`src/rtl/mem_req_arbiter_pkg.sv`:
```
// mem_pipe_pkg: shared widths, request-entry struct and arbitration helpers
package mem_pipe_pkg;
    localparam int ADDR_W = 32;
    localparam int DATA_W = 32;
    localparam int ROB_W = 6;
    localparam int MAX_PORTS = 32;
    typedef struct packed {
        logic [ADDR_W-1:0] vaddr;
        logic [DATA_W-1:0] wdata;
        logic [ROB_W-1:0]  rob_idx;
        logic              icacop;
    } req_entry_t;
    function automatic int cnt_w(input int max_out);
        return $clog2(max_out + 2);
    endfunction
    // First set bit at or after ptr, wrapping at n; -1 when none is set.
    function automatic int rr_pick(input logic [MAX_PORTS-1:0] cand, input int ptr, input int n);
        int idx;
        rr_pick = -1;
        for (int i = MAX_PORTS - 1; i >= 0; i--) begin
            idx = ptr + i;
            if (idx >= n) idx -= n;
            if (i < n && cand[idx[$clog2(MAX_PORTS)-1:0]]) rr_pick = idx;
        end
    endfunction
endpackage

```
`src/rtl/mem_req_arbiter_if.sv`:
```
// mem_req_arbiter_if: request, dispatch, response and writeback signals of the arbiter
interface mem_req_arbiter_if import mem_pipe_pkg::*; #(
    parameter int NUM_PORTS = 2,
    parameter int IMM_W = 12
);
    logic                        flush_i;
    logic [NUM_PORTS-1:0]        req_valid_i;
    logic [NUM_PORTS-1:0]        req_ready_o;
    logic [NUM_PORTS*ADDR_W-1:0] req_base_i;
    logic [NUM_PORTS*IMM_W-1:0]  req_imm_i;
    logic [NUM_PORTS*DATA_W-1:0] req_wdata_i;
    logic [NUM_PORTS*ROB_W-1:0]  req_rob_idx_i;
    logic [NUM_PORTS-1:0]        req_icacop_i;
    logic                        dc_req_valid_o;
    logic                        dc_req_ready_i;
    logic [ADDR_W-1:0]           dc_req_vaddr_o;
    logic [DATA_W-1:0]           dc_req_wdata_o;
    logic [ROB_W-1:0]            dc_req_rob_idx_o;
    logic                        ic_req_valid_o;
    logic                        ic_req_ready_i;
    logic [ADDR_W-1:0]           ic_req_vaddr_o;
    logic [ROB_W-1:0]            ic_req_rob_idx_o;
    logic                        dc_rsp_valid_i;
    logic                        dc_rsp_ready_o;
    logic [ROB_W-1:0]            dc_rsp_rob_idx_i;
    logic [DATA_W-1:0]           dc_rsp_rdata_i;
    logic                        ic_rsp_valid_i;
    logic                        ic_rsp_ready_o;
    logic [ROB_W-1:0]            ic_rsp_rob_idx_i;
    logic                        wb_valid_o;
    logic                        wb_ready_i;
    logic [ROB_W-1:0]            wb_rob_idx_o;
    logic [DATA_W-1:0]           wb_data_o;
    logic                        wb_icacop_o;
    logic                        idle_o;
    modport slave (
        input  flush_i, req_valid_i, req_base_i, req_imm_i, req_wdata_i, req_rob_idx_i, req_icacop_i,
               dc_req_ready_i, ic_req_ready_i, dc_rsp_valid_i, dc_rsp_rob_idx_i, dc_rsp_rdata_i,
               ic_rsp_valid_i, ic_rsp_rob_idx_i, wb_ready_i,
        output req_ready_o, dc_req_valid_o, dc_req_vaddr_o, dc_req_wdata_o, dc_req_rob_idx_o,
               ic_req_valid_o, ic_req_vaddr_o, ic_req_rob_idx_o, dc_rsp_ready_o, ic_rsp_ready_o,
               wb_valid_o, wb_rob_idx_o, wb_data_o, wb_icacop_o, idle_o
    );
    modport master (
        output flush_i, req_valid_i, req_base_i, req_imm_i, req_wdata_i, req_rob_idx_i, req_icacop_i,
               dc_req_ready_i, ic_req_ready_i, dc_rsp_valid_i, dc_rsp_rob_idx_i, dc_rsp_rdata_i,
               ic_rsp_valid_i, ic_rsp_rob_idx_i, wb_ready_i,
        input  req_ready_o, dc_req_valid_o, dc_req_vaddr_o, dc_req_wdata_o, dc_req_rob_idx_o,
               ic_req_valid_o, ic_req_vaddr_o, ic_req_rob_idx_o, dc_rsp_ready_o, ic_rsp_ready_o,
               wb_valid_o, wb_rob_idx_o, wb_data_o, wb_icacop_o, idle_o
    );
endinterface

```
`src/rtl/mem_req_fifo.sv`:
```
// mem_req_fifo: per-port request FIFO with wrap-bit pointers and synchronous clear
module mem_req_fifo import mem_pipe_pkg::*; #(
    parameter int DEPTH = 4
) (
    input  logic       clk,
    input  logic       rst,
    input  logic       clr,
    input  logic       push,
    input  logic       pop,
    input  req_entry_t wdata,
    output req_entry_t rdata,
    output logic       full,
    output logic       empty
);
    localparam int AW = $clog2(DEPTH);
    localparam int PW = AW + 1;
    req_entry_t mem_q [DEPTH];
    logic [PW-1:0] wr_ptr_q, wr_ptr_d, rd_ptr_q, rd_ptr_d;
    logic do_push, do_pop;
    always_comb begin
        full = (wr_ptr_q ^ rd_ptr_q) == {1'b1, {AW{1'b0}}};
        empty = wr_ptr_q == rd_ptr_q;
        do_push = push & ~full;
        do_pop = pop & ~empty;
        wr_ptr_d = clr ? '0 : wr_ptr_q + PW'(do_push);
        rd_ptr_d = clr ? '0 : rd_ptr_q + PW'(do_pop);
        rdata = mem_q[rd_ptr_q[AW-1:0]];
    end
    always_ff @(posedge clk) begin
        if (rst) begin
            wr_ptr_q <= '0;
            rd_ptr_q <= '0;
        end else begin
            wr_ptr_q <= wr_ptr_d;
            rd_ptr_q <= rd_ptr_d;
        end
    end
    always_ff @(posedge clk) begin
        if (do_push) mem_q[wr_ptr_q[AW-1:0]] <= wdata;
    end
endmodule

```
`src/rtl/mem_req_arbiter.sv`:
```
// mem_req_arbiter: round-robin D-cache/CACOP dispatch with flush-aware response merging
module mem_req_arbiter import mem_pipe_pkg::*; #(
    parameter int NUM_PORTS = 2,
    parameter int FIFO_DEPTH = 4,
    parameter int IMM_W = 12,
    parameter int IMM_SHIFT = 2,
    parameter int MAX_OUT = 4
) (
    input logic clk,
    input logic rst,
    mem_req_arbiter_if.slave bus
);
    localparam int CNT_W = cnt_w(MAX_OUT);
    localparam int PTR_W = NUM_PORTS > 1 ? $clog2(NUM_PORTS) : 1;
    localparam logic [CNT_W-1:0] MAX_CNT = CNT_W'(MAX_OUT);
    localparam logic [PTR_W-1:0] LAST = PTR_W'(NUM_PORTS - 1);
    req_entry_t enq [NUM_PORTS];
    req_entry_t head [NUM_PORTS];
    logic [NUM_PORTS-1:0] push, pop, full, empty, cand;
    logic [PTR_W-1:0] rr_ptr_q, rr_ptr_d, win;
    logic [CNT_W-1:0] dc_out_q, dc_out_d, ic_out_q, ic_out_d, drop_cnt_q, drop_cnt_d;
    logic any, dc_fire, ic_fire, dc_rsp_fire, ic_rsp_fire, dropping, dc_ok, ic_ok;
    int pick;
    assign dc_ok = (dc_out_q < MAX_CNT) && (ic_out_q == '0);
    assign ic_ok = (dc_out_q == '0) && (ic_out_q == '0);
    for (genvar p = 0; p < NUM_PORTS; p++) begin : g_port
        logic [IMM_W-1:0] imm;
        assign imm = bus.req_imm_i[p*IMM_W +: IMM_W];
        assign enq[p] = '{
            vaddr:   bus.req_base_i[p*ADDR_W +: ADDR_W] + ({{(ADDR_W-IMM_W){imm[IMM_W-1]}}, imm} << IMM_SHIFT),
            wdata:   bus.req_wdata_i[p*DATA_W +: DATA_W],
            rob_idx: bus.req_rob_idx_i[p*ROB_W +: ROB_W],
            icacop:  bus.req_icacop_i[p]
        };
        assign push[p] = bus.req_valid_i[p] & ~full[p] & ~bus.flush_i;
        assign cand[p] = ~empty[p] & (head[p].icacop ? ic_ok : dc_ok);
        mem_req_fifo #(.DEPTH(FIFO_DEPTH)) u_fifo (
            .clk(clk), .rst(rst), .clr(bus.flush_i), .push(push[p]), .pop(pop[p]),
            .wdata(enq[p]), .rdata(head[p]), .full(full[p]), .empty(empty[p])
        );
    end
    always_comb begin
        pick = rr_pick(MAX_PORTS'(cand), int'(rr_ptr_q), NUM_PORTS);
        dropping = bus.flush_i | (drop_cnt_q != '0);
        any = (pick >= 0) & ~dropping;
        win = any ? PTR_W'(pick) : '0;
        bus.req_ready_o = ~full & {NUM_PORTS{~bus.flush_i}};
        bus.dc_req_valid_o = any & ~head[win].icacop;
        bus.dc_req_vaddr_o = head[win].vaddr;
        bus.dc_req_wdata_o = head[win].wdata;
        bus.dc_req_rob_idx_o = head[win].rob_idx;
        bus.ic_req_valid_o = any & head[win].icacop;
        bus.ic_req_vaddr_o = head[win].vaddr;
        bus.ic_req_rob_idx_o = head[win].rob_idx;
        dc_fire = bus.dc_req_valid_o & bus.dc_req_ready_i;
        ic_fire = bus.ic_req_valid_o & bus.ic_req_ready_i;
        pop = NUM_PORTS'(dc_fire | ic_fire) << win;
        rr_ptr_d = (dc_fire | ic_fire) ? (win == LAST ? '0 : win + 1'b1) : rr_ptr_q;
        // CACOP responses win the writeback slot; during a drop everything is swallowed.
        bus.ic_rsp_ready_o = bus.wb_ready_i | dropping;
        bus.dc_rsp_ready_o = (bus.wb_ready_i & ~bus.ic_rsp_valid_i) | dropping;
        ic_rsp_fire = bus.ic_rsp_valid_i & bus.ic_rsp_ready_o;
        dc_rsp_fire = bus.dc_rsp_valid_i & bus.dc_rsp_ready_o;
        bus.wb_valid_o = ~dropping & (bus.ic_rsp_valid_i | bus.dc_rsp_valid_i);
        bus.wb_icacop_o = bus.ic_rsp_valid_i;
        bus.wb_rob_idx_o = bus.ic_rsp_valid_i ? bus.ic_rsp_rob_idx_i : bus.dc_rsp_rob_idx_i;
        bus.wb_data_o = bus.ic_rsp_valid_i ? '0 : bus.dc_rsp_rdata_i;
        dc_out_d = dc_out_q + CNT_W'(dc_fire) - CNT_W'(dc_rsp_fire);
        ic_out_d = ic_out_q + CNT_W'(ic_fire) - CNT_W'(ic_rsp_fire);
        drop_cnt_d = bus.flush_i ? dc_out_q + ic_out_q - CNT_W'(dc_rsp_fire) - CNT_W'(ic_rsp_fire)
                   : drop_cnt_q - (dropping ? CNT_W'(dc_rsp_fire) + CNT_W'(ic_rsp_fire) : '0);
        bus.idle_o = (&empty) & (dc_out_q == '0) & (ic_out_q == '0) & (drop_cnt_q == '0);
    end
    always_ff @(posedge clk) begin
        if (rst) begin
            rr_ptr_q <= '0;
            dc_out_q <= '0;
            ic_out_q <= '0;
            drop_cnt_q <= '0;
        end else begin
            rr_ptr_q <= rr_ptr_d;
            dc_out_q <= dc_out_d;
            ic_out_q <= ic_out_d;
            drop_cnt_q <= drop_cnt_d;
        end
    end
endmodule

```
`src/flat_wrapper.sv`:
```
// flat-port wrapper written by rule: the top's interface ports become plain ports
module mem_req_arbiter_flat import mem_pipe_pkg::*;
#(
    parameter int NUM_PORTS = 2,
    parameter int FIFO_DEPTH = 4,
    parameter int IMM_W = 12,
    parameter int IMM_SHIFT = 2,
    parameter int MAX_OUT = 4
)
  (clk, rst, bus_flush_i, bus_req_valid_i, bus_req_base_i, bus_req_imm_i, bus_req_wdata_i, bus_req_rob_idx_i, bus_req_icacop_i, bus_dc_req_ready_i, bus_ic_req_ready_i, bus_dc_rsp_valid_i, bus_dc_rsp_rob_idx_i, bus_dc_rsp_rdata_i, bus_ic_rsp_valid_i, bus_ic_rsp_rob_idx_i, bus_wb_ready_i, bus_req_ready_o, bus_dc_req_valid_o, bus_dc_req_vaddr_o, bus_dc_req_wdata_o, bus_dc_req_rob_idx_o, bus_ic_req_valid_o, bus_ic_req_vaddr_o, bus_ic_req_rob_idx_o, bus_dc_rsp_ready_o, bus_ic_rsp_ready_o, bus_wb_valid_o, bus_wb_rob_idx_o, bus_wb_data_o, bus_wb_icacop_o, bus_idle_o);
  mem_req_arbiter_if #(.NUM_PORTS(NUM_PORTS), .IMM_W(IMM_W)) bus_i ();
  input logic clk;
  input logic rst;
  input wire logic [$bits(bus_i.flush_i)-1:0] bus_flush_i;
  input wire logic [$bits(bus_i.req_valid_i)-1:0] bus_req_valid_i;
  input wire logic [$bits(bus_i.req_base_i)-1:0] bus_req_base_i;
  input wire logic [$bits(bus_i.req_imm_i)-1:0] bus_req_imm_i;
  input wire logic [$bits(bus_i.req_wdata_i)-1:0] bus_req_wdata_i;
  input wire logic [$bits(bus_i.req_rob_idx_i)-1:0] bus_req_rob_idx_i;
  input wire logic [$bits(bus_i.req_icacop_i)-1:0] bus_req_icacop_i;
  input wire logic [$bits(bus_i.dc_req_ready_i)-1:0] bus_dc_req_ready_i;
  input wire logic [$bits(bus_i.ic_req_ready_i)-1:0] bus_ic_req_ready_i;
  input wire logic [$bits(bus_i.dc_rsp_valid_i)-1:0] bus_dc_rsp_valid_i;
  input wire logic [$bits(bus_i.dc_rsp_rob_idx_i)-1:0] bus_dc_rsp_rob_idx_i;
  input wire logic [$bits(bus_i.dc_rsp_rdata_i)-1:0] bus_dc_rsp_rdata_i;
  input wire logic [$bits(bus_i.ic_rsp_valid_i)-1:0] bus_ic_rsp_valid_i;
  input wire logic [$bits(bus_i.ic_rsp_rob_idx_i)-1:0] bus_ic_rsp_rob_idx_i;
  input wire logic [$bits(bus_i.wb_ready_i)-1:0] bus_wb_ready_i;
  output wire logic [$bits(bus_i.req_ready_o)-1:0] bus_req_ready_o;
  output wire logic [$bits(bus_i.dc_req_valid_o)-1:0] bus_dc_req_valid_o;
  output wire logic [$bits(bus_i.dc_req_vaddr_o)-1:0] bus_dc_req_vaddr_o;
  output wire logic [$bits(bus_i.dc_req_wdata_o)-1:0] bus_dc_req_wdata_o;
  output wire logic [$bits(bus_i.dc_req_rob_idx_o)-1:0] bus_dc_req_rob_idx_o;
  output wire logic [$bits(bus_i.ic_req_valid_o)-1:0] bus_ic_req_valid_o;
  output wire logic [$bits(bus_i.ic_req_vaddr_o)-1:0] bus_ic_req_vaddr_o;
  output wire logic [$bits(bus_i.ic_req_rob_idx_o)-1:0] bus_ic_req_rob_idx_o;
  output wire logic [$bits(bus_i.dc_rsp_ready_o)-1:0] bus_dc_rsp_ready_o;
  output wire logic [$bits(bus_i.ic_rsp_ready_o)-1:0] bus_ic_rsp_ready_o;
  output wire logic [$bits(bus_i.wb_valid_o)-1:0] bus_wb_valid_o;
  output wire logic [$bits(bus_i.wb_rob_idx_o)-1:0] bus_wb_rob_idx_o;
  output wire logic [$bits(bus_i.wb_data_o)-1:0] bus_wb_data_o;
  output wire logic [$bits(bus_i.wb_icacop_o)-1:0] bus_wb_icacop_o;
  output wire logic [$bits(bus_i.idle_o)-1:0] bus_idle_o;
  assign bus_i.flush_i = bus_flush_i;
  assign bus_i.req_valid_i = bus_req_valid_i;
  assign bus_i.req_base_i = bus_req_base_i;
  assign bus_i.req_imm_i = bus_req_imm_i;
  assign bus_i.req_wdata_i = bus_req_wdata_i;
  assign bus_i.req_rob_idx_i = bus_req_rob_idx_i;
  assign bus_i.req_icacop_i = bus_req_icacop_i;
  assign bus_i.dc_req_ready_i = bus_dc_req_ready_i;
  assign bus_i.ic_req_ready_i = bus_ic_req_ready_i;
  assign bus_i.dc_rsp_valid_i = bus_dc_rsp_valid_i;
  assign bus_i.dc_rsp_rob_idx_i = bus_dc_rsp_rob_idx_i;
  assign bus_i.dc_rsp_rdata_i = bus_dc_rsp_rdata_i;
  assign bus_i.ic_rsp_valid_i = bus_ic_rsp_valid_i;
  assign bus_i.ic_rsp_rob_idx_i = bus_ic_rsp_rob_idx_i;
  assign bus_i.wb_ready_i = bus_wb_ready_i;
  assign bus_req_ready_o = bus_i.req_ready_o;
  assign bus_dc_req_valid_o = bus_i.dc_req_valid_o;
  assign bus_dc_req_vaddr_o = bus_i.dc_req_vaddr_o;
  assign bus_dc_req_wdata_o = bus_i.dc_req_wdata_o;
  assign bus_dc_req_rob_idx_o = bus_i.dc_req_rob_idx_o;
  assign bus_ic_req_valid_o = bus_i.ic_req_valid_o;
  assign bus_ic_req_vaddr_o = bus_i.ic_req_vaddr_o;
  assign bus_ic_req_rob_idx_o = bus_i.ic_req_rob_idx_o;
  assign bus_dc_rsp_ready_o = bus_i.dc_rsp_ready_o;
  assign bus_ic_rsp_ready_o = bus_i.ic_rsp_ready_o;
  assign bus_wb_valid_o = bus_i.wb_valid_o;
  assign bus_wb_rob_idx_o = bus_i.wb_rob_idx_o;
  assign bus_wb_data_o = bus_i.wb_data_o;
  assign bus_wb_icacop_o = bus_i.wb_icacop_o;
  assign bus_idle_o = bus_i.idle_o;
  mem_req_arbiter #(.NUM_PORTS(NUM_PORTS), .FIFO_DEPTH(FIFO_DEPTH), .IMM_W(IMM_W), .IMM_SHIFT(IMM_SHIFT), .MAX_OUT(MAX_OUT)) u_core (.clk(clk), .rst(rst), .bus(bus_i));
endmodule
```
`config.mk`:
```
export PLATFORM = sky130hd
export DESIGN_NAME = mem_req_arbiter_flat
export DESIGN_NICKNAME = d
export VERILOG_FILES = /design/src/rtl/mem_req_arbiter_pkg.sv /design/src/rtl/mem_req_arbiter_if.sv /design/src/rtl/mem_req_fifo.sv /design/src/rtl/mem_req_arbiter.sv /design/src/flat_wrapper.sv
export SDC_FILE = /design/constraint.sdc
export NUM_CORES = 1
export LEC_CHECK = 0
export BUFFER_PORTS_ARGS = -buffer_cell sky130_fd_sc_hd__buf_2
export CAP_MARGIN = 20
export CELL_PAD_IN_SITES_DETAIL_PLACEMENT = 1
export CELL_PAD_IN_SITES_GLOBAL_PLACEMENT = 1
export CORE_ASPECT_RATIO = 0.75
export CORE_MARGIN = 4
export CORE_UTILIZATION = 49
export CTS_CLUSTER_SIZE = 30
export DETAILED_ROUTE_END_ITERATION = 10
export GPL_ROUTABILITY_DRIVEN = 0
export PLACE_DENSITY = 0.8
export SKIP_LAST_GASP = 1
export SLEW_MARGIN = 25
export SYNTH_ARGS = -nofsm -noshare
export SYNTH_HDL_FRONTEND = slang
export SYNTH_SLANG_ARGS = --single-unit
```
`constraint.sdc`:
```
create_clock -name clk -period 8.05 [get_ports clk]
set_input_delay 1.2075 -clock clk [delete_from_list [all_inputs] [get_ports clk]]
set_output_delay 1.2075 -clock clk [all_outputs]
set_load 0.01 [all_outputs]
```
======== Word-level counts from Yosys, hierarchy flattened ========
Memories as Yosys holds them, arrays and structs flattened. A register that Yosys moved wholly into a read port is not among the register bits.
Cells that the tools add are included.
cells by class
  equal/unequal tests ..................... 4
  muxes and demuxes ....................... 25
  add/sub/neg operators ................... 19
  magnitude comparators ................... 7
  shifts and indexed selects .............. 1
  bitwise operators ....................... 41
  reductions and logical operators ........ 8
operator list
  kind                     number
  $mux W71                 3
  $mux W32                 5
  $add A32 B32 Y32         2
  $ge A32 B1 Y1 const B    1
  $ge A32 B3 Y1 const B    1
  $sub A32 B3 Y32 const B  1
  $and A1 B1 Y1            22
  $add A3 B1 Y3            6
  $lt A5 B6 Y1 const B     2
  $sub A3 B1 Y3            4
  $bmux W1 S5              2
  $mux W1                  10
  $logic_not A3 Y1         3
  $not A1 Y1               8
  $eq A3 B3 Y1             2
  $eq A3 B3 Y1 const B     2
  $mux W3                  2
  $mux W6                  1
  $or A1 B1 Y1             6
  $xor A3 B3 Y3            2
  $mux W2                  2
  $add A3 B3 Y3            1
  $lt A3 B3 Y1 const B     1
  $reduce_bool A3 Y1       1
  other kinds (14)         15
word-level totals
  bits in writable memories ............... 568
  memories kept ........................... 2
  register bits after elaboration ......... 22
  logic and storage cells ................. 115
  bits of input ports ..................... 220
  output and inout port bits .............. 155
memory list
  name                           words  width  read ports  clocked after memory_dff  write ports  RTL line            text
  u_core.g_port[0].u_fifo.mem_q  4      71     1           1                         1            mem_req_fifo.sv:17  req_entry_t mem_q [DEPTH];
  u_core.g_port[1].u_fifo.mem_q  4      71     1           1                         1            mem_req_fifo.sv:17

======== Longest topological paths before layout ========
Gate-level depths: netlist of the first run.
  word-level depth ........................ 23
  mapped depth ............................ 15
  depth with buffers taken out ............ 13

======== Hierarchy ========
Synthesis of the first run repeated with hierarchy kept, for this count alone.
unflattened totals
  cells, all modules ...................... 1500
  area, all modules ....................... 26527.9 um2
by module, submodules not included
  module                                  area each (um2)  times used  sequential area each (um2)  cells an instance
  mem_req_fifo (u_core.g_port[1].u_fifo)  10635.2          1           8648.3                      409
  mem_req_fifo (u_core.g_port[0].u_fifo)  10628.9          1           8648.3                      409
  mem_req_arbiter                         5263.8           1           200.2                       682

======== Worst setup path before layout of the first run ========
OpenSTA, ideal clock, no wires.
  path kind ............................... input to register
  start point ............................. input port bus_flush_i
  end point ............................... memory u_core.g_port[1].u_fifo.mem_q[0][0] (netlist bit) (enable)
  library setup time ...................... 602 ps
  stages .................................. 3
  buffers on the path ..................... 0
  required time ........................... 7448 ps
  setup slack ............................. 525 ps
  data arrival time ....................... 6923 ps
  path through ............................ a21oi_1 and2_0 nor3b_1
between the ends
  longest elaborated chain between the ends .. 5
ends and longest elaborated chain
  element                        RTL line               text
  from (decl)                    flat_wrapper.sv:14     input wire logic [$bits(bus_i.flush_i)-1:0] bus_flush_i;
  $not A1 Y1                     mem_req_arbiter.sv:35  assign push[p] = bus.req_valid_i[p] & ~full[p] & ~bus.flush_i;
  $and A1 B1 Y1                  mem_req_arbiter.sv:35
  $and A1 B1 Y1                  mem_req_fifo.sv:23     do_push = push & ~full;
  $mux W1                        mem_req_fifo.sv:39     if (do_push) mem_q[wr_ptr_q[AW-1:0]] <= wdata;
  $mux W1 (not written as such)  mem_req_fifo.sv:39
  to (decl)                      mem_req_fifo.sv:17
No other way between the ends.

======== Worst setup path after layout of the first run ========
  start point ............................. register u_core.g_port[1].u_fifo.rd_ptr_q[1]
  end point ............................... output port bus_dc_req_vaddr_o[21]
between the ends
  longest elaborated chain between the ends .. 14
  elaborated cells on any way between the ends .. 16
  those cells by class .................... order compare: 1; eq/ne: 1; mux: 10; bitwise: 4
ends and longest elaborated chain
  element                             RTL line                   text
  from (decl)                         mem_req_fifo.sv:18         logic [PW-1:0] wr_ptr_q, wr_ptr_d, rd_ptr_q, rd_ptr_d;
  from (signal assigned)              mem_req_fifo.sv:35         rd_ptr_q <= rd_ptr_d;
  $eq A3 B3 Y1 *                      mem_req_fifo.sv:22         empty = wr_ptr_q == rd_ptr_q;
  $not A1 Y1 *                        mem_req_arbiter.sv:36      assign cand[p] = ~empty[p] & (head[p].icacop ? ic_ok : dc_ok);
  $and A1 B1 Y1 *                     mem_req_arbiter.sv:36
  $bmux W1 S5                         mem_req_arbiter_pkg.sv:23  if (i < n && cand[idx[$clog2(MAX_PORTS)-1:0]]) rr_pick = idx;
  $mux W1 (not written as such)       mem_req_arbiter_pkg.sv:23
  $mux W32                            mem_req_arbiter_pkg.sv:23
  $mux W32 *                          mem_req_arbiter_pkg.sv:23
  $ge A32 B1 Y1                       mem_req_arbiter.sv:45      any = (pick >= 0) & ~dropping;
  $and A1 B1 Y1                       mem_req_arbiter.sv:45
  $mux W1 *                           mem_req_arbiter.sv:46      win = any ? PTR_W'(pick) : '0;
  $not A1 Y2 (not written as such) *  mem_req_arbiter.sv:49      bus.dc_req_vaddr_o = head[win].vaddr;
  $mux W71 * (3 in a row)             --
  to (decl)                           flat_wrapper.sv:31         output wire logic [$bits(bus_i.dc_req_vaddr_o)-1:0] bus_dc_req_vaddr_o;
Every way passes the cells marked *; elsewhere a longest branch is shown, timed or not. The select of a mux whose other input is x is not followed.

==> results.sh, run 1 <==
export IMPL_status="finished clean"
export IMPL_place_port_buffers=374
export IMPL_cts_root_buf="clkbuf_16"
export IMPL_ios=375
export IMPL_synth_cells=1439
export IMPL_syn_area_per_cell_um2=18.06
export IMPL_syn_nets=1742
export IMPL_htreeDepth=2
export IMPL_r2r_cells=8
export IMPL_die_w_um=273.9
export IMPL_rsz0062_at_grt="false"
export IMPL_setup_viol=0
export IMPL_syn_to_final_growth_pct=16.40
export IMPL_clk_latency_ns=0.59
export IMPL_period_share=0.7153
export IMPL_cts_buffers=56
export IMPL_synthFlopType="edfxtp_1"
export IMPL_syn_area_mm2=0.02599
export IMPL_cap_violations=0
export IMPL_fin_setup_tns_ns=0
export IMPL_hold_depth=2
export IMPL_layout_min_cycle_time_ns=5.758
export IMPL_drive_gt1_frac=0.3831
export IMPL_dr_wl_met2_mm=35.18
export IMPL_synth_cell_type_count=62
export IMPL_wl_met1_mm=25.82
export IMPL_relSlewSlack=0.3101
export IMPL_synth_most_common_cell="edfxtp_1"
export IMPL_cts_tree="done"
export IMPL_timing_worst_setup_path_type="register to output port"
export IMPL_p_per_area_mw_per_mm2=227.8
export IMPL_routed_via_density=5.685
export IMPL_grt_pass1_wl_mm=100.5
export IMPL_nets=2107
export IMPL_netlist_top_cells_area="edfxtp_1 (66%), mux4_2 (12%), ha_1 (3.6%)"
export IMPL_post_cts_buffers=0
export IMPL_setup_ws_ns=2.292
export IMPL_cts_resized=0
export IMPL_design_area_mm2=0.03025
export IMPL_startpoint="u_core.g_port[1].u_fifo.rd_ptr_q[1]"
export IMPL_place_worst_setup_slack_ns=2.426
export IMPL_dr_wl_met3_mm=4.791
export IMPL_highest_layer="met5"
export IMPL_fp_dieArea_mm2=0.05682
export IMPL_wl_per_cell_um=26.38
export IMPL_worstMarginPinSlew_ns=1.035
export IMPL_synth_common_cells="edfxtp_1 (568), mux4_2 (142), ha_1 (75), mux2_2 (74), xnor2_1 (52)"
export IMPL_ys_warn_count=0
export IMPL_cts_sinks=590
export IMPL_dp_hpwl_mm=45.40
export IMPL_cp_end_kind="output port"
export IMPL_drt_iter0_drc=1294
export IMPL_grt_ovfl_total=0
export IMPL_synth_area_leader_cell="edfxtp_1"
export IMPL_grt_antenna_before_repair=17
export IMPL_core_mm2=0.05198
export IMPL_cts_buffer_depth=3
export IMPL_ff2ff_setup_slack_ns=3.45
export IMPL_ant_nets=0
export IMPL_r2r_start="u_core.g_port[1].u_fifo.rd_ptr_q[1]"
export IMPL_final_hold_viol_count=0
export IMPL_postPlaceCellArea_mm2=0.02844
export IMPL_rows=72
export IMPL_vias=14540
export IMPL_critPathLaunchType="register"
export IMPL_synth_edf_count=568
export IMPL_grt_pass1_vias=16090
export IMPL_synth_top_area_share=0.6563
export IMPL_ir_drop_mv=0.1503
export IMPL_slew_viol_final=0
export IMPL_clk_pin_slew_ns=0.06
export IMPL_async_flop_share=0
export IMPL_cp_required_ns=6.84
export IMPL_drt_wl_total_mm=67.48
export IMPL_critPathMaxFanout=56
export IMPL_drc_errors=0
export IMPL_hold_start="u_core.g_port[1].u_fifo.rd_ptr_q[2]"
export IMPL_start_util=0.5000
export IMPL_critical_path_arrival_ns=4.55
export IMPL_drtPass1Iterations=5
export IMPL_clock_skew_ns=0.01634
export IMPL_die_y_um=207.4
export IMPL_grt_start_max_net_pins=57
export IMPL_p_leak_nw=10.63
export IMPL_track_usage=0.2369
export IMPL_synth_seq_cells=590
export IMPL_yosysSeqAreaShare=0.6732
export IMPL_hold_path_class="register to register"
export IMPL_max_freq_mhz=173.7
export IMPL_cts_hold_buffers=0
==> metal layers <==
| layer | up-vias | track usage |
|---|---|---|
| met2 | 505 | 0.4239 |
| li1 | 6447 | - |
| met3 | 101 | 0.05131 |
| met4 | 20 | 0.06457 |
| met5 | - | 0 |
| met1 | 7470 | 0.2925 |
==> logic make-up after synthesis <==
logic type      share of synthesized area
simple gates                      0.03876
flops                              0.6732
fa+ha+maj                         0.04227
mux                                0.1582
buf+inv                           0.02446
compound gates                    0.03914
xor+xnor                          0.02393
==> layout by cell type, fill, tap and decap left out, types with 32 or more instances in the layout <==
cell type,synthesis,layout
a21oi_1,40,40
buf_2,10,374
clkbuf_16,0,57
edfxtp_1,568,568
ha_1,75,75
inv_1,38,38
mux2_2,74,74
mux4_2,142,142
nand2_1,32,32
nor2_1,48,45
nor2b_1,45,45
xnor2_1,52,52
==> cell type report <==
class,instances,area [um^2]
clock buffer,71,1489
antenna,7,17.52
inverter,38,142.6
multi-input combinational,726,7911
sequential,590,17510
fill,4814,21730
timing repair buffer,392,2023
tap,703,879.6
clock inverter,31,276.5
==> power breakdown <==
part,internal (mW),total (mW),switching (mW)
logic,0.326,0.796,0.470
clock network,1.46,2.56,1.09
registers,3.50,3.54,0.0330
==> state kept, by name, summed over array words and instances (netlist names) <==
signal / flops
u_core.dc_out_q: 3
u_core.drop_cnt_q: 3
u_core.g_port.u_fifo.mem_q: 568
u_core.g_port.u_fifo.rd_ptr_q: 6
u_core.g_port.u_fifo.wr_ptr_q: 6
u_core.ic_out_q: 3
u_core.rr_ptr_q: 1
==> through the flow <==
| step | hold slack [ns] | utilization | cells | power, mW |
|---|---|---|---|---|
| detailed placement | 0.5291 | 0.5472 | 2448 | 4.393 |
| global placement | 0.5354 | 0.5472 | 2448 | 4.329 |
| global route | 0.5767 | 0.5818 | 2555 | 7.170 |
| finish | 0.5482 | 0.5820 | 2558 | 6.891 |
| CTS | 0.5494 | 0.5812 | 2550 | 6.946 |
| floorplan | 0.5124 | - | 1439 | 4.096 |
==> critical path, cell delays in order, from the launching register on <==
cell and delay, ns:
dfxtp_4 0.58, buf_4 0.87, xor2_1 0.24, or3_1 0.16, and4_1 0.24, o21a_4 0.37
buf_4 0.79, mux2_2 0.44, buf_2 0.15
==> final timing paths <==
path,end
setup reg to reg,u_core.g_port[1].u_fifo.mem_q[2][47]
hold reg to reg,u_core.g_port[1].u_fifo.rd_ptr_q[2]
setup / recovery,bus_dc_req_vaddr_o[21]
hold / removal,u_core.g_port[1].u_fifo.rd_ptr_q[2]
No activity file was read; power rests on OpenSTA's default activity.
==> run 2: changes to the inputs <==
--- a/config.mk
+++ b/config.mk
@@ -5,13 +5,14 @@
 export SDC_FILE = /design/constraint.sdc
 export NUM_CORES = 1
 export LEC_CHECK = 0
+export ABC_AREA = 1
 export BUFFER_PORTS_ARGS = -buffer_cell sky130_fd_sc_hd__buf_2
 export CAP_MARGIN = 20
 export CELL_PAD_IN_SITES_DETAIL_PLACEMENT = 1
 export CELL_PAD_IN_SITES_GLOBAL_PLACEMENT = 1
 export CORE_ASPECT_RATIO = 0.75
 export CORE_MARGIN = 4
-export CORE_UTILIZATION = 49
+export CORE_UTILIZATION = 46
 export CTS_CLUSTER_SIZE = 30
 export DETAILED_ROUTE_END_ITERATION = 10
 export GPL_ROUTABILITY_DRIVEN = 0
==> constraint.sdc (replaced) <==
create_clock -name clk -period 5.56 [get_ports clk]
set_input_delay 0.834 -clock clk [delete_from_list [all_inputs] [get_ports clk]]
set_output_delay 0.834 -clock clk [all_outputs]
set_load 0.01 [all_outputs]
==> run 2 against run 1 <==
Largest cell class unchanged. Sequential share of layout area down 2.1 points. Non-clock buffer count up 15. Clock-buffer cell count up 10. Routed wire length up 26%. Global-route usage up 2.5 points.
==> results.sh, run 2 <==
export IMPL_slowest_stage="buf_4"
export IMPL_fill_cells=6356
export IMPL_ff2ff_setup_slack_ns=1.42
export IMPL_cts_hold_buffers=0
export IMPL_drt_wl_total_mm=84.76
export IMPL_multi_input_area_mm2=0.008391
export IMPL_drtPass1Iterations=6
export IMPL_place_port_buffers=374
export IMPL_cts_tree="done"
export IMPL_fin_cells=3626
export IMPL_path_cells="buf_4, nand2_1, nand3_1, nand3_1, nand4_2, nand2_8, buf_4, nor2_1, a31oi_1, buf_2"
export IMPL_rows=76
export IMPL_cp_top_family="buffers and inverters"
export IMPL_synth_cell_type_count=49
export IMPL_routed_via_density=5.736
export IMPL_cp_slowest_stage_delay_ns=0.71
export IMPL_ir_drop_mv=0.1957
export IMPL_dp_hpwl_mm=57.23
export IMPL_ant_nets=0
export IMPL_synth_seq_cells=590
export IMPL_final_hold_viol_count=0
export IMPL_seqCellArea_mm2=0.01751
export IMPL_ys_warn_count=0
export IMPL_synth_compound_area_frac=0.1170
export IMPL_async_flop_share=0
export IMPL_muxShareOfSynthArea=0
export IMPL_cts_buffer_depth=3
export IMPL_design_area_mm2=0.03139
export IMPL_synth_edf_count=568
export IMPL_final_common_cell="nor2_1"
export IMPL_slew_viol_final=0
export IMPL_power_mw=10.28
export IMPL_die_w_um=288.8
export IMPL_grt_start_max_net_pins=114
export IMPL_synth_top_area_share=0.6268
export IMPL_yosysSeqAreaShare=0.6430
export IMPL_htreeDepth=2
export IMPL_grt_pass1_vias=21460
export IMPL_synth_common_cells="nor2_1 (604), edfxtp_1 (568), o21ai_0 (316), nand2_1 (187), inv_1 (138)"
export IMPL_synth_most_common_cell="nor2_1"
export IMPL_post_cts_buffers=0
export IMPL_core_mm2=0.05801
export IMPL_netlist_top_cells_area="edfxtp_1 (63%), nor2_1 (8.3%), o21ai_0 (5.8%)"
export IMPL_synth_xor_area_share=0.02115
export IMPL_cts_sinks=590
export IMPL_timing_worst_setup_path_type="register to output port"
export IMPL_clk_pin_slew_ns=0.06
export IMPL_cp_end_kind="output port"
export IMPL_drive_gt1_frac=0.1857
export IMPL_cp_required_ns=4.73
export IMPL_largest_reg_flops=568
export IMPL_period_share=0.8800
export IMPL_power_switching_mw=2.536
export IMPL_grt_antenna_before_repair=10
export IMPL_layout_min_cycle_time_ns=4.893
export IMPL_switching_share=0.2467
export IMPL_nets=3098
export IMPL_synth_cells=2482
export IMPL_syn_area_per_cell_um2=10.96
export IMPL_clk_latency_ns=0.61
export IMPL_critical_path_arrival_ns=4.06
export IMPL_ios=375
export IMPL_track_usage=0.2621
export IMPL_grt_ovfl_total=0
export IMPL_hold_path_class="primary input to register"
export IMPL_status="finished clean"
export IMPL_p_comb_frac=0.125
export IMPL_start_util=0.4691
export IMPL_critPathLaunchType="register"
export IMPL_clkPwrFrac=0.377
export IMPL_synth_area_leader_cell="edfxtp_1"
export IMPL_worstMarginPinSlew_ns=1.005
export IMPL_cts_root_buf="clkbuf_16"
export IMPL_synthFlopType="edfxtp_1"
export IMPL_seq_power_share=0.498
export IMPL_grt_pass1_wl_mm=125.8
export IMPL_dpl_cell_count=3516
export IMPL_p_per_area_mw_per_mm2=327.5
export IMPL_p_leak_nw=12.16
export IMPL_cts_resized=0
export IMPL_synth_top_family_by_area="simple AND/OR/NAND/NOR gates"
export IMPL_cp_buffers_inverters=3
export IMPL_cts_buffers=57
export IMPL_mostFrequentLayoutCells="nor2_1 (604), edfxtp_1 (568), buf_2 (374)"
export IMPL_drt_iter0_drc=1837
export IMPL_setup_viol=0
export IMPL_syn_area_mm2=0.02721
export IMPL_rsz0062_at_grt="false"
export IMPL_clock_skew_ns=0.02180
export IMPL_syn_nets=2785
export IMPL_max_freq_mhz=204.4
export IMPL_power_internal_mw=7.744
export IMPL_postPlaceCellArea_mm2=0.02954
export IMPL_vias=20800
export IMPL_cap_violations=0
export IMPL_drc_errors=0
export IMPL_die_y_um=218.6
export IMPL_wl_per_cell_um=23.38
export IMPL_critPathMaxFanout=113
export IMPL_relSlewSlack=0.3300
export IMPL_synth_fa_ha_area_frac=0.04037
export IMPL_syn_to_final_growth_pct=15.37
export IMPL_fp_dieArea_mm2=0.06315
export IMPL_synthSimpleGateAreaFrac=0.1281
## run 2: cell types whose count changed in the layout (fill, tap and decap cells not counted), sizes merged, moves of 45 or more
cell | before | now
inv | 39 | 143
nand2 | 32 | 190
mux2 | 77 | 0
nor2 | 48 | 607
mux4 | 142 | 0
a31oi | 4 | 72
nor2b | 45 | 0
o21ai | 33 | 325
o22ai | 2 | 70
## run 2: power by group through the flow
stage          Sequential [mW]  Clock (mW)  Combinational (mW)
2_1_floorplan             5.21           0               0.771
3_3_place_gp              5.20           0                1.20
3_5_place_dp              5.21           0                1.26
4_1_cts                   5.12        3.93                1.28
5_1_grt                   5.12        4.12                1.42
6_report                  5.12        3.88                1.28
## run 2: final cells by class
class                      instances  area share
sequential                       590      0.5578
timing repair buffer             407     0.06752
clock buffer                      81     0.05022
clock inverter                    21    0.008171
tap                              780     0.03109
multi-input combinational       1596      0.2673
antenna                            8   0.0006377
inverter                         143     0.01730
## run 2: per-layer routing
layer / up-vias / routed length (um) / GRT usage
met5: - / 22 / 0
met4: 4 / 1636 / 0.06078
met3: 113 / 6855 / 0.05506
met2: 780 / 40340 / 0.4330
met1: 10540 / 35910 / 0.3588
li1: 9361 / - / -
## run 2: stage by stage
stage | utilization | hold WS [ns] | setup TNS [ns] | setup WS (ns)
finish | 0.5412 | 0.4465 | 0 | 0.6673
floorplan | - | 0.4958 | -626.94 | -1.105
global placement | 0.5092 | 0.5191 | 0 | 1.357
CTS | 0.5408 | 0.4167 | 0 | 0.6777
global route | 0.5410 | 0.4297 | 0 | 0.3879
detailed placement | 0.5092 | 0.5414 | 0 | 1.259
## run 2: kinds of logic after synthesis
group           count (synthesis)
flops                         590
compound gates                577
simple gates                  872
buf+inv                       296
fa+ha+maj                      83
xor+xnor                       64
## run 2: worst register-to-register path: cells and delay by family, from the launching register on
family | cells | cell delay, ns
buffers and inverters | 1 | 0.72
flip-flops | 1 | 0.69
adder cells (fa/ha/maj) | 2 | 0.44
AND/OR/NAND/NOR | 8 | 1.77
AO/OA/AOI/OAI | 1 | 0.26
XOR/XNOR | 1 | 0.14
## run 2: path summary, 6_finish.rpt
kind,from,end,cells after the start
hold / removal,bus_req_wdata_i[63],u_core.g_port[1].u_fifo.mem_q[1][38],1
hold reg to reg,u_core.g_port[1].u_fifo.wr_ptr_q[2],u_core.g_port[1].u_fifo.wr_ptr_q[2],2
setup / recovery,u_core.g_port[0].u_fifo.rd_ptr_q[0],bus_dc_req_rob_idx_o[1],10
setup reg to reg,u_core.g_port[0].u_fifo.rd_ptr_q[0],u_core.g_port[0].u_fifo.rd_ptr_q[2],13
